===== src/rtl/ex_mem.sv =====
// ----------------------------------------------------------------------------
// ex_mem : EX -> MEM pipeline register of the five-stage MIPS32 core.
//
// Captures the EX-stage results on every rising edge and presents them to the
// MEM stage one cycle later. It also returns the MADD/MSUB intermediate
// product and step counter to EX, so a two-cycle multiply-accumulate keeps
// its partial result across the stall cycle. Bubbles inserted into MEM are
// counted in a saturating counter for performance monitoring.
//
// Every output comes straight from a flop. There is no combinational path
// from any input to any output.
//
// Ports
//   clk        in   clock, rising-edge active
//   rst        in   asynchronous reset, active low
//   flush      in   exception flush; clears the stage contents
//   stall      in   global stall vector (bit 3 = EX held, bit 4 = MEM held)
//   ex_wd      in   destination register from EX
//   ex_wreg    in   register write enable from EX
//   ex_wdata   in   result data from EX
//   ex_whilo   in   HI/LO write enable from EX
//   ex_hi      in   HI value from EX
//   ex_lo      in   LO value from EX
//   hilo_i     in   MADD/MSUB intermediate product from EX
//   cnt_i      in   MADD/MSUB step counter from EX
//   mem_wd     out  registered destination register to MEM
//   mem_wreg   out  registered register write enable to MEM
//   mem_wdata  out  registered result data to MEM
//   mem_whilo  out  registered HI/LO write enable to MEM
//   mem_hi     out  registered HI to MEM
//   mem_lo     out  registered LO to MEM
//   hilo_o     out  intermediate product returned to EX
//   cnt_o      out  step counter returned to EX
//   bubble_cnt out  saturating count of bubbles inserted into MEM
//
// Stall handshake: the controller never holds MEM while EX advances
// (stall[3]=0 with stall[4]=1). If it happens anyway the stage advances.
// ----------------------------------------------------------------------------
module ex_mem #(
   parameter int DATA_W = 32,
   parameter int ADDR_W = 5,
   parameter int BCNT_W = 16
) (
   input  logic                clk,
   input  logic                rst,
   input  logic                flush,
   input  logic [5:0]          stall,
   input  logic [ADDR_W-1:0]   ex_wd,
   input  logic                ex_wreg,
   input  logic [DATA_W-1:0]   ex_wdata,
   input  logic                ex_whilo,
   input  logic [DATA_W-1:0]   ex_hi,
   input  logic [DATA_W-1:0]   ex_lo,
   input  logic [2*DATA_W-1:0] hilo_i,
   input  logic [1:0]          cnt_i,
   output logic [ADDR_W-1:0]   mem_wd,
   output logic                mem_wreg,
   output logic [DATA_W-1:0]   mem_wdata,
   output logic                mem_whilo,
   output logic [DATA_W-1:0]   mem_hi,
   output logic [DATA_W-1:0]   mem_lo,
   output logic [2*DATA_W-1:0] hilo_o,
   output logic [1:0]          cnt_o,
   output logic [BCNT_W-1:0]   bubble_cnt
);

   logic [ADDR_W-1:0]   wd_q,    wd_d;
   logic                wreg_q,  wreg_d;
   logic [DATA_W-1:0]   wdata_q, wdata_d;
   logic                whilo_q, whilo_d;
   logic [DATA_W-1:0]   hi_q,    hi_d;
   logic [DATA_W-1:0]   lo_q,    lo_d;
   logic [2*DATA_W-1:0] hilo_q,  hilo_d;
   logic [1:0]          cnt_q,   cnt_d;
   logic [BCNT_W-1:0]   bcnt_q,  bcnt_d;

   logic ex_stall;
   logic mem_stall;
   logic bubble;

   // Only the EX and MEM stall bits matter to this stage.
   logic unused_stall;
   assign unused_stall = ^{stall[5], stall[2:0]};

   assign ex_stall  = stall[3];
   assign mem_stall = stall[4];
   // EX is held but MEM keeps moving, so MEM must be fed a NOP.
   assign bubble    = ex_stall && !mem_stall;

   always_comb begin
      // Default: hold every register (the EX+MEM stalled case).
      wd_d    = wd_q;
      wreg_d  = wreg_q;
      wdata_d = wdata_q;
      whilo_d = whilo_q;
      hi_d    = hi_q;
      lo_d    = lo_q;
      hilo_d  = hilo_q;
      cnt_d   = cnt_q;
      bcnt_d  = bcnt_q;

      if (flush) begin
         // Discard the stage; the bubble counter is performance state and survives.
         wd_d    = '0;
         wreg_d  = 1'b0;
         wdata_d = '0;
         whilo_d = 1'b0;
         hi_d    = '0;
         lo_d    = '0;
         hilo_d  = '0;
         cnt_d   = '0;
      end else if (bubble) begin
         wd_d    = '0;
         wreg_d  = 1'b0;
         wdata_d = '0;
         whilo_d = 1'b0;
         hi_d    = '0;
         lo_d    = '0;
         // Loop the multiply-accumulate partial result back to EX.
         hilo_d  = hilo_i;
         cnt_d   = cnt_i;
         if (bcnt_q != {BCNT_W{1'b1}}) begin
            bcnt_d = bcnt_q + {{(BCNT_W-1){1'b0}}, 1'b1};
         end
      end else if (!ex_stall) begin
         wd_d    = ex_wd;
         wreg_d  = ex_wreg;
         wdata_d = ex_wdata;
         whilo_d = ex_whilo;
         hi_d    = ex_hi;
         lo_d    = ex_lo;
         hilo_d  = '0;
         cnt_d   = '0;
      end
   end

   always_ff @(posedge clk or negedge rst) begin
      if (!rst) begin
         wd_q    <= '0;
         wreg_q  <= 1'b0;
         wdata_q <= '0;
         whilo_q <= 1'b0;
         hi_q    <= '0;
         lo_q    <= '0;
         hilo_q  <= '0;
         cnt_q   <= '0;
         bcnt_q  <= '0;
      end else begin
         wd_q    <= wd_d;
         wreg_q  <= wreg_d;
         wdata_q <= wdata_d;
         whilo_q <= whilo_d;
         hi_q    <= hi_d;
         lo_q    <= lo_d;
         hilo_q  <= hilo_d;
         cnt_q   <= cnt_d;
         bcnt_q  <= bcnt_d;
      end
   end

   assign mem_wd     = wd_q;
   assign mem_wreg   = wreg_q;
   assign mem_wdata  = wdata_q;
   assign mem_whilo  = whilo_q;
   assign mem_hi     = hi_q;
   assign mem_lo     = lo_q;
   assign hilo_o     = hilo_q;
   assign cnt_o      = cnt_q;
   assign bubble_cnt = bcnt_q;

endmodule


===== config.mk =====
export PLATFORM = sky130hd
export DESIGN_NAME = ex_mem
export DESIGN_NICKNAME = d
export VERILOG_FILES = /design/src/rtl/ex_mem.sv
export SDC_FILE = /design/constraint.sdc
export NUM_CORES = 1
export LEC_CHECK = 0
export BUFFER_PORTS_ARGS = -buffer_cell sky130_fd_sc_hd__clkbuf_2
export CELL_PAD_IN_SITES_DETAIL_PLACEMENT = 0
export CELL_PAD_IN_SITES_GLOBAL_PLACEMENT = 1
export CORE_MARGIN = 2
export CORE_UTILIZATION = 34
export DETAILED_ROUTE_END_ITERATION = 16
export GPL_ROUTABILITY_DRIVEN = 0
export HOLD_SLACK_MARGIN = 0.12
export PLACE_DENSITY = 0.88
export SYNTH_ARGS = -nofsm -noshare
export SYNTH_HDL_FRONTEND = slang
export SYNTH_SLANG_ARGS = --single-unit

===== constraint.sdc =====
create_clock -name clk -period 1.72 [get_ports clk]
set_input_delay 0.344 -clock clk [delete_from_list [all_inputs] [get_ports clk]]
set_output_delay 0.344 -clock clk [all_outputs]
set_load 0.1 [all_outputs]

* Word-level counts from Yosys, hierarchy flattened
Cells that the tools add are included.
** Word-level totals
- Bits in registers :: 185
- Input port bits :: 178
- Output and inout bits :: 185
- Logic and storage cells :: 40
** Cells by class
- $add $sub $neg :: 1
- Eq/ne operators :: 2
- Mux-type cells :: 24
- Bitwise logic cells :: 1
- Reduce and logical (&&, ||, !) cells :: 3
** Operators by type and width (number)
- 2-to-1 mux 32 bit :: 9
- 2-to-1 mux 64 bit :: 3
- adder 16 x 1 -> 16 bit (second input constant) :: 1
- inequality test 16 bit (second input constant) :: 1
- 2-to-1 mux 5 bit :: 3
- 2-to-1 mux 1 bit :: 6
- 2-to-1 mux 2 bit :: 3
- inequality test 3 x 2 -> 1 bit (second input constant) :: 1
- AND reduction 3 bit :: 1
- logical AND 1 bit :: 1
- logical NOT 1 bit :: 1
- NOT 1 bit :: 1

* Depth between registers and ports, before layout
Gate-level depths: netlist of the first run.
- Depth after elaboration :: 4
- Mapped depth :: 5
- Gate-level depth less buffers :: 5

* Worst setup path after synthesis of the first run
OpenSTA, ideal clock, no wires.
- Kind :: reg2reg
- From :: register bcnt_q[5] (netlist: bubble_cnt[5])
- To :: register bcnt_q[12] (netlist: bubble_cnt[12])
- Setup time :: 0.126 ns
- Data arrival time :: 2.056 ns
- Data required time :: 1.594 ns
- Slack :: -0.462 ns
- Stages on the path, launching flop included :: 5
- Path buffers :: 0
- Clock period less this slack :: 2.182 ns
- Path through :: dfrtp_1 -> nand4_4 -> nor2_1 -> and3_1 -> mux2_2
** Between the ends
- Word-level cells in the longest chain between the ends :: 2
- Elaborated cells on any way between the ends :: 3
- Classes of those cells :: 1 x add/sub; 1 x eq/ne; 1 x reduce/logical
** RTL lines
- from (decl) :: RTL line 75 : logic [BCNT_W-1:0] bcnt_q, bcnt_d;
- from (signal assigned) :: RTL line 157 : bcnt_q <= bcnt_d;
- branches (longest 2 deep; another with adder 16 x 1 -> 16 bit)
Parallel ways; which one is timed is not known.
A chain may end at the register's enable or synchronous reset.

* Final worst setup path of the first run
- From :: register bcnt_q[1] (netlist: bubble_cnt[1])
- To :: output bubble_cnt[1]
** RTL lines
- to (decl) :: RTL line 64 : output logic [BCNT_W-1:0] bubble_cnt
No word-level cell between the ends.

==> results.toml, run 1 <==
[status]
outcome = "complete, no violations"

[drt]
wl_um = 19900
wire_per_inst_um = 17.9
drc_errors = 0
drtPass1Iterations = 4
vias_per_cell = 4.89
vias = 5455
drtAntennaViolNets = 0
drtIter0Drc = 244

[sta]
fin_crit_sh_pct = 97.2
setup_ws_ns = 0.0480
min_period_ns = 1.67
maxSlewViolCount = 0
setup_viol = 0
finalHoldViolCount = 0
worst_pin_slew_ns = 0.592
setup_tns_ns = 0
skew_ns = 0.00769
grt_setup_unrepaired = "no"
timing.fmax_mhz = 598
relSlewSlack_pct = 60.7
fin_worst_hold_slack_ns = 0.136

[logic_synthesis]
postSynthCellCount = 458
synth-compound-area-share_pct = 22.3
synth_top_cells_by_count = "dfrtp_1, a22o_1, buf_2, clkbuf_1, nand4_1"
synth_seq_cells = 185
syn_avg_cell_area_sq_um = 14.8
seq_area_frac_synth_pct = 68.4
syn_area_sq_um = 6770
syn_nets = 637
yosysMostFrequentCell = "dfrtp_1"
synth_top_area_cell = "dfrtp_1"
synthMuxAreaShare_pct = 0.647
synthAdderAreaFrac_pct = 0.185
async_flop_share_pct = 100
ys.flop_type = "dfrtp_1"
yosysUniqueCellTypes = 31
netlist.area_leader.share_pct = 68.4
yosysWarnings = 0
synth_xor_area_share_pct = 1.42
synth-edff-count = 0
synth_area_leaders = "dfrtp_1, a22o_1, buf_2"
yosys.area_share.simple_pct = 4.42
synth_top_family_by_area = "compound AO/OA/AOI/OAI gates"

[finish]
drive_gt1_share_pct = 51.4
insertedDiodeCount = 0
fin_nets = 1016
utilization_pct = 50.5
seq_area_sq_um = 4690
fillers = 1762
syn_to_final_growth_pct = 45.9
multi_input_area_sq_um = 1990

[clocking]
insertion_delay_ns = 0.41
cts_tree = "done"
cts-buffers-inserted = 17
htree_levels = 4
post_cts_buffers = 0
clk_pin_slew_ns = 0.07
cts-root-buf = "clkbuf_16"
clkSinkCount = 185
clockBufferDepth = 2

[floorplanning]
pin_count = 363
start_util_pct = 34.6
die_h_um = 145
die_w_um = 145
core-area_sq_um = 19500
rows = 51
dieArea_sq_um = 21000

[global_routing]
grt_pass1_wl_um = 30800
grt_max_degree = 58
gr-total-overflow = 0
grt_pass1_vias = 5486
antenna_found_initial = 0
grtUsageTotal_pct = 18.7

[flow_run]
drv_cap = 0

[power_and_ir_drop]
leakagePower_nw = 5.36
p_per_area_nw_per_um2 = 1140
ir_worst_vdd_uv = 623

[setup_path]
cp_top_family = "buffers and inverters"
slowest_delay_ns = 0.47
crit_arrival_ns = 1.33
critical_path_buf_inv_count = 1
worstSetupStartpointType = "register"
cp_max_fo = 4
worstSetupPathType = "register to primary output"
cp_slowest_cell = "clkbuf_2"
cp.required_ns = 1.38
path_cells = "clkbuf_2"
critPathCaptureType = "primary output"

[placed_design]
place_ws_ns = 0.0405
dpl.hpwl_um = 14400
port_buffers = 358

[hold_path]
hp-class = "input pin to register"
-- sequential cells by signal, indices dropped and copies added (netlist names) --
name and count:
hilo_o 64, mem_hi 32, mem_lo 32, mem_wdata 32, bubble_cnt 16, mem_wd 5, cnt_o 2, mem_whilo 1
mem_wreg 1
-- area by class of cell --
cell class	instances	area share, %
timing repair buffer	399	23.4
multi-input combinational	233	20.2
inverter	1	0.0380
clock inverter	13	1.18
sequential	185	47.5
clock buffer	19	4.39
tap	265	3.36
-- placed cells by master, fill, tap and decap left out, drive strengths merged --
master | Yosys | final
a21oi | 1 | 1
a22o | 169 | 169
a31oi | 2 | 2
and2 | 1 | 1
and3 | 5 | 5
and3b | 1 | 1
and4 | 2 | 2
and4bb | 1 | 1
buf | 23 | 28
clkbuf | 16 | 369
clkinv | 0 | 2
clkinvlp | 0 | 6
dfrtp | 185 | 185
dlygate4sd3 | 0 | 21
ha | 1 | 1
inv | 1 | 6
mux2 | 3 | 3
mux2i | 1 | 1
nand2 | 7 | 7
nand3 | 4 | 4
nand4 | 9 | 9
nor2 | 5 | 5
nor3 | 3 | 3
nor3b | 1 | 1
nor4 | 2 | 2
o21a | 1 | 1
o21ai | 1 | 1
or2 | 1 | 1
or3b | 1 | 1
xnor2 | 4 | 4
xor2 | 7 | 7
-- report_power, final --
part / leakage [nW] / switching (mW) / internal (mW) / total [mW]
sequential: 2.47 / 0.219 / 4.61 / 4.83
combinational: 2.65 / 2.15 / 0.566 / 2.72
clock: 0.250 / 1.76 / 1.90 / 3.66
-- kinds of logic after synthesis --
| logic type | after synthesis |
|---|---|
| fa+ha+maj | 1 |
| compound gates | 174 |
| buf+inv | 40 |
| xor+xnor | 11 |
| flops | 185 |
| simple gates | 43 |
| mux | 4 |
-- final timing paths --
kind | from | depth (start not counted) | endpoint | slack, ns
max | bubble_cnt[1] | 1 | bubble_cnt[1] | 0.05
min | ex_hi[10] | 2 | mem_hi[10] | 0.14
max reg2reg | bubble_cnt[0] | 4 | bubble_cnt[12] | 0.14
min reg2reg | mem_lo[18] | 1 | mem_lo[18] | 0.50
max in group asynchronous | rst | 3 | mem_wd[0] | 0.73
min in group asynchronous | rst | 2 | bubble_cnt[4] | 0.46
-- metrics by stage --
step	power [mW]	area [sq um]	instances
6_report	11.2	9870	1115
5_1_grt	11.7	9870	1115
4_1_cts	11.3	9720	1100
3_5_place_dp	7.59	9100	1062
3_3_place_gp	7.55	9100	1062
2_1_floorplan	6.86	6840	458
-- repair_timing --
| item | 4_1_cts | 5_1_grt |
|---|---|---|
| resized for setup | 2 | 10 |
| endpoints found under the hold margin | 46 | 15 |
| setup endpoints to repair | 2 | 9 |
| hold buffers | 6 | 15 |
-- routing by layer --
metal / vias to the layer above / part of all wire (%) / global-route usage (%)
met5: - / 0 / 0
met4: 0 / 2.4 / 6.27
met3: 28 / 6.4 / 5.63
met2: 240 / 50 / 31.6
met1: 2670 / 41 / 22.9
li1: 2517 / - / -
Power figures use the tool's default switching activity.
==> run 2, diff against run 1 <==
--- a/config.mk
+++ b/config.mk
@@ -13,7 +13,7 @@
 export DETAILED_ROUTE_END_ITERATION = 16
 export GPL_ROUTABILITY_DRIVEN = 0
 export HOLD_SLACK_MARGIN = 0.12
-export PLACE_DENSITY = 0.88
+export PLACE_DENSITY = 0.76
 export SYNTH_ARGS = -nofsm -noshare
 export SYNTH_HDL_FRONTEND = slang
 export SYNTH_SLANG_ARGS = --single-unit
==> run 2 against run 1 <==
Non-clock buffer count increased by 97. Clock skew down 0.00052 ns. Count of clock-buffer cells in the layout shrank 2. Combinational power up 6%. Register-to-register slack about the same. Sequential cell count is the same. First-iteration DRC count decreased by 11%. Cell area grew 9.6%. Global-route usage is 0.87 points higher. Worst hold slack better by 0.0045 ns. Critical path type unchanged.
==> results.toml, run 2 (synthesized netlist as in run 1, its figures left out) <==
[status]
outcome = "complete, no violations"

[sta]
setup_viol = 0
finalHoldViolCount = 0
fin_crit_sh_pct = 97.2
timing.fmax_mhz = 598
grt_setup_unrepaired = "no"
min_period_ns = 1.67
worst_pin_slew_ns = 0.602
setup_tns_ns = 0
maxSlewViolCount = 0
relSlewSlack_pct = 60.1
skew_ns = 0.00717

[power_and_ir_drop]
total_power_mw = 11.4
p_per_area_nw_per_um2 = 1060
ir_worst_vdd_uv = 602
leakagePower_nw = 5.78

[floorplanning]
core-area_sq_um = 19500
die_w_um = 145
start_util_pct = 34.6
dieArea_sq_um = 21000
pin_count = 363
die_h_um = 145
rows = 51

[setup_path]
slowest_delay_ns = 0.46
cp_max_fo = 4
worstSetupStartpointType = "register"
ff2ff_path_depth = 4
cp_slowest_cell = "clkbuf_2"
critPathCaptureType = "primary output"
worstSetupPathType = "register to primary output"
r2r_end = "bubble_cnt[12]"
cp.required_ns = 1.38
critical_path_buf_inv_count = 1
reg2reg_from = "bubble_cnt[0]"
crit_arrival_ns = 1.33
r2r_slack_ns = 0.13
cp_top_family = "buffers and inverters"
path_cells = "clkbuf_2"

[finish]
final_cell_mix = "clkbuf_2, a22o_1, dfrtp_1"
seq_area_sq_um = 4690
fillers = 1640
drive_gt1_share_pct = 46.1
largest_reg_flops = 64
final_common_cell = "clkbuf_2"
syn_to_final_growth_pct = 59.9
multi_input_area_sq_um = 1990
insertedDiodeCount = 0
fin_nets = 1113

[hold_path]
holdPathStages = 2
hp-class = "input pin to register"
worstHoldStart = "ex_hi[13]"
holdPathEnd = "mem_hi[13]"

[global_routing]
grt_pass1_wl_um = 32800
grt_max_degree = 88
grtUsageTotal_pct = 19.6
gr-total-overflow = 0
antenna_found_initial = 0
grt_pass1_vias = 6064

[drt]
wire_per_inst_um = 16.9
wl_met2_um = 9980
drtAntennaViolNets = 0
top_layer = "met4"
drtPass1Iterations = 4
vias = 5779
met3_length_um = 1280
wl_um = 20500
drc_errors = 0
vias_per_cell = 4.77
drtIter0Drc = 216
met1_length_um = 8700

[clocking]
clkSinkCount = 185
cts-root-buf = "clkbuf_16"
clockBufferDepth = 2
insertion_delay_ns = 0.42
clk_pin_slew_ns = 0.07
cts-buffers-inserted = 17
cts_tree = "done"
htree_levels = 4

[flow_run]
drv_cap = 0

[placed_design]
dpl.hpwl_um = 13900
port_buffers = 358
==> run 2: how the worst max path moves through the flow <==
stage,startpoint,end,slack [ns],cells past startpoint
finish,bubble_cnt[6],bubble_cnt[6],0.05,1
global route,bubble_cnt[10],bubble_cnt[10],0.004,1
CTS,bubble_cnt[4],bubble_cnt[4],0.0003,1
detailed placement,stall[4],bubble_cnt[15],0.05,5
global placement,stall[4],bubble_cnt[15],0.07,5
floorplan,bubble_cnt[0],bubble_cnt[12],0.03,4
==> run 2: worst register-to-register path, stage by stage, from the launching register on <==
cell and delay [ns]:
dfrtp_4 0.45, ha_4 0.16, and4bb_1 0.34, and3_1 0.20
mux2_2 0.32
==> run 2: cell type report <==
| class | instances | share of cell area [%] |
|---|---|---|
| flip-flops and latches | 185 | 43.3 |
| repair buffers | 496 | 30.0 |
| multi-input cells | 233 | 18.4 |
| clock buffers | 17 | 3.93 |
| well taps | 265 | 3.06 |
| clock inverters | 15 | 1.24 |
| inverters | 1 | 0.0347 |
==> run 2: stage by stage <==
stage | worst slack (ns) | hold slack, ns | util (%) | area (sq um) | cells
after floorplan | 0.0285 | 0.0484 | - | 6840 | 458
after global placement | 0.0680 | 0.327 | 46.3 | 9050 | 1060
after detailed placement | 0.0479 | 0.320 | 46.3 | 9050 | 1060
after CTS | 0.000259 | 0.120 | 55.4 | 10800 | 1211
after global routing | 0.00410 | 0.124 | 55.4 | 10800 | 1212
final | 0.0486 | 0.141 | 55.4 | 10800 | 1212
==> run 2: routing by layer <==
metal | up-vias | GRT usage [%]
li1 | 2726 | -
met4 | 0 | 7.70
met5 | - | 0
met1 | 2778 | 25.2
met2 | 242 | 31.8
met3 | 33 | 5.16
==> run 2: timing repair <==
action	in CTS	in global routing
setup endpoints to repair	4	8
resized for setup	4	8
buffers inserted	0	0
hold endpoints to repair	155	1
gates cloned	0	0
hold buffers	119	1
==> run 2: power breakdown <==
| group | switching, mW | internal (mW) | total (mW) |
|---|---|---|---|
| Combinational | 2.18 | 0.703 | 2.89 |
| Sequential | 0.208 | 4.61 | 4.82 |
| Clock | 1.81 | 1.91 | 3.72 |
==> run 3, diff against run 2 <==
==> constraint.sdc (replaced) <==
create_clock -name clk -period 1.9 [get_ports clk]
set_input_delay 0.38 -clock clk [delete_from_list [all_inputs] [get_ports clk]]
set_output_delay 0.38 -clock clk [all_outputs]
set_load 0.1 [all_outputs]
==> run 3 against run 2 <==
Combinational power decreased by 18%. Clock power increased by 5%. Cell count decreased by 10%. Sequential cell count unchanged. First-iteration DRC count decreased by 14%. Worst hold slack improved by 0.025 ns. Wire length decreased by 5.8%. Global-route usage decreased by 1.1 points. Register-to-register slack improved by 0.12 ns. Largest cell class unchanged. Largest power group unchanged.
==> results.toml, run 3 (synthesized netlist as in run 1, its figures left out) <==
[finish]
largest_reg_flops = 64
fin_cells = 1088
utilization_pct = 49.3
insertedDiodeCount = 0
syn_to_final_growth_pct = 42.2
fin_nets = 991
final_common_cell = "clkbuf_2"
final_cell_mix = "clkbuf_2, a22o_1, dfrtp_1"
drive_gt1_share_pct = 52.2

[floorplanning]
rows = 51
pin_count = 363
die_h_um = 145
die_w_um = 145
dieArea_sq_um = 21000
core-area_sq_um = 19500
start_util_pct = 34.6

[clocking]
cts-buffers-inserted = 17
htree_levels = 4
cts-root-buf = "clkbuf_16"
cts_tree = "done"
clockBufferDepth = 2
postCtsResizedCells = 0
clkSinkCount = 185
insertion_delay_ns = 0.42
clk_pin_slew_ns = 0.07

[drt]
drtPass1Iterations = 4
wl_um = 19300
drc_errors = 0
vias_per_cell = 4.89
drtIter0Drc = 186
drtAntennaViolNets = 0
wire_per_inst_um = 17.7
vias = 5320

[global_routing]
met3_usage_pct = 6.07
grt_pass1_vias = 5506
grt_busiest_layer = "met2"
grt_max_degree = 67
gr-total-overflow = 0
antenna_found_initial = 0
grtUsageTotal_pct = 18.5
met2_usage_pct = 30.8
use_met1_pct = 22.5
grt_pass1_wl_um = 30700

[power_and_ir_drop]
p_per_area_nw_per_um2 = 1100
ir_worst_vdd_uv = 501
leakagePower_nw = 5.30

[placed_design]
dpl.hpwl_um = 14000
port_buffers = 358
dp.cells = 1057

[setup_path]
worstSetupStartpointType = "register"
cp_slowest_cell = "clkbuf_2"
critPathCaptureType = "primary output"
cp_max_fo = 8
worstSetupPathType = "register to primary output"
critical_path_buf_inv_count = 1
path_cells = "clkbuf_2"
cp_top_family = "buffers and inverters"
crit_arrival_ns = 1.36
cp.required_ns = 1.52
slowest_delay_ns = 0.49

[sta]
fin_crit_sh_pct = 91.7
timing.fmax_mhz = 574
setup_viol = 0
finalHoldViolCount = 0
worst_pin_slew_ns = 0.594
relSlewSlack_pct = 60.5
setup_tns_ns = 0
min_period_ns = 1.74
maxSlewViolCount = 0
grt_setup_unrepaired = "no"
skew_ns = 0.00909

[hold_path]
hp-class = "input pin to register"

[flow_run]
drv_cap = 0

[status]
outcome = "complete, no violations"
-- run 3: cell types whose count changed in the layout (fill, tap and decap cells not counted), moves of 2 or more --
cell	change
clkbuf_2	+12
dfrtp_4	-15
clkinv_2	-2
clkbuf_4	-4
dlygate4sd3_1	-119
buf_4	-2
bufinv_16	+5
inv_8	-2
dfrtp_2	+15
buf_2	-8
-- run 3: worst paths after layout --
path                                from        endpoint  slack, ns  depth (start not counted)
max                        bubble_cnt[2]   bubble_cnt[2]       0.16                          1
min                           hilo_i[32]      hilo_o[32]       0.17                          2
max reg2reg                bubble_cnt[0]  bubble_cnt[12]       0.25                          4
min reg2reg                bubble_cnt[0]   bubble_cnt[0]       0.50                          1
max in group asynchronous            rst   bubble_cnt[1]       0.75                          3
min in group asynchronous            rst        mem_wreg       0.49                          2
-- run 3: per-layer routing --
layer	up-vias	wire (um)	part of all wire [%]
li1	2466	-	-
met4	0	447	2.3
met5	-	0	0
met1	2571	7810	40
met3	29	1580	8.2
met2	254	9470	49
-- run 3: timing repair --
action | in CTS | in global routing
hold buffers | 1 | 0
endpoints found under the setup margin | 0 | 0
buffers inserted | 0 | 0
hold endpoints to repair | 40 | 0
-- run 3: layout make-up --
class / instances / area, sq um
Inverter: 1 / 3.75
Clock inverter: 12 / 210
Multi-Input combinational cell: 233 / 1980
Timing Repair Buffer: 374 / 2010
Fill cell: 1806 / 9910
Tap cell: 265 / 332
Clock buffer: 18 / 439
Sequential cell: 185 / 4650
-- run 3: metrics by stage --
stage / worst slack, ns / total power, mW / instance area (sq um) / hold WS (ns)
after floorplan: 0.0476 / 6.16 / 6790 / 0.0844
after global placement: 0.140 / 6.77 / 8960 / 0.362
after detailed placement: 0.143 / 6.79 / 8960 / 0.372
after CTS: 0.133 / 10.8 / 9620 / 0.140
after global routing: 0.108 / 11.0 / 9620 / 0.147
final: 0.158 / 10.6 / 9620 / 0.166
-- run 3: power by group --
group	internal [mW]	total [mW]	leakage, nW	switching, mW
registers	4.15	4.33	2.47	0.182
logic	0.441	2.37	2.52	1.93
clock network	2.38	3.91	0.314	1.53
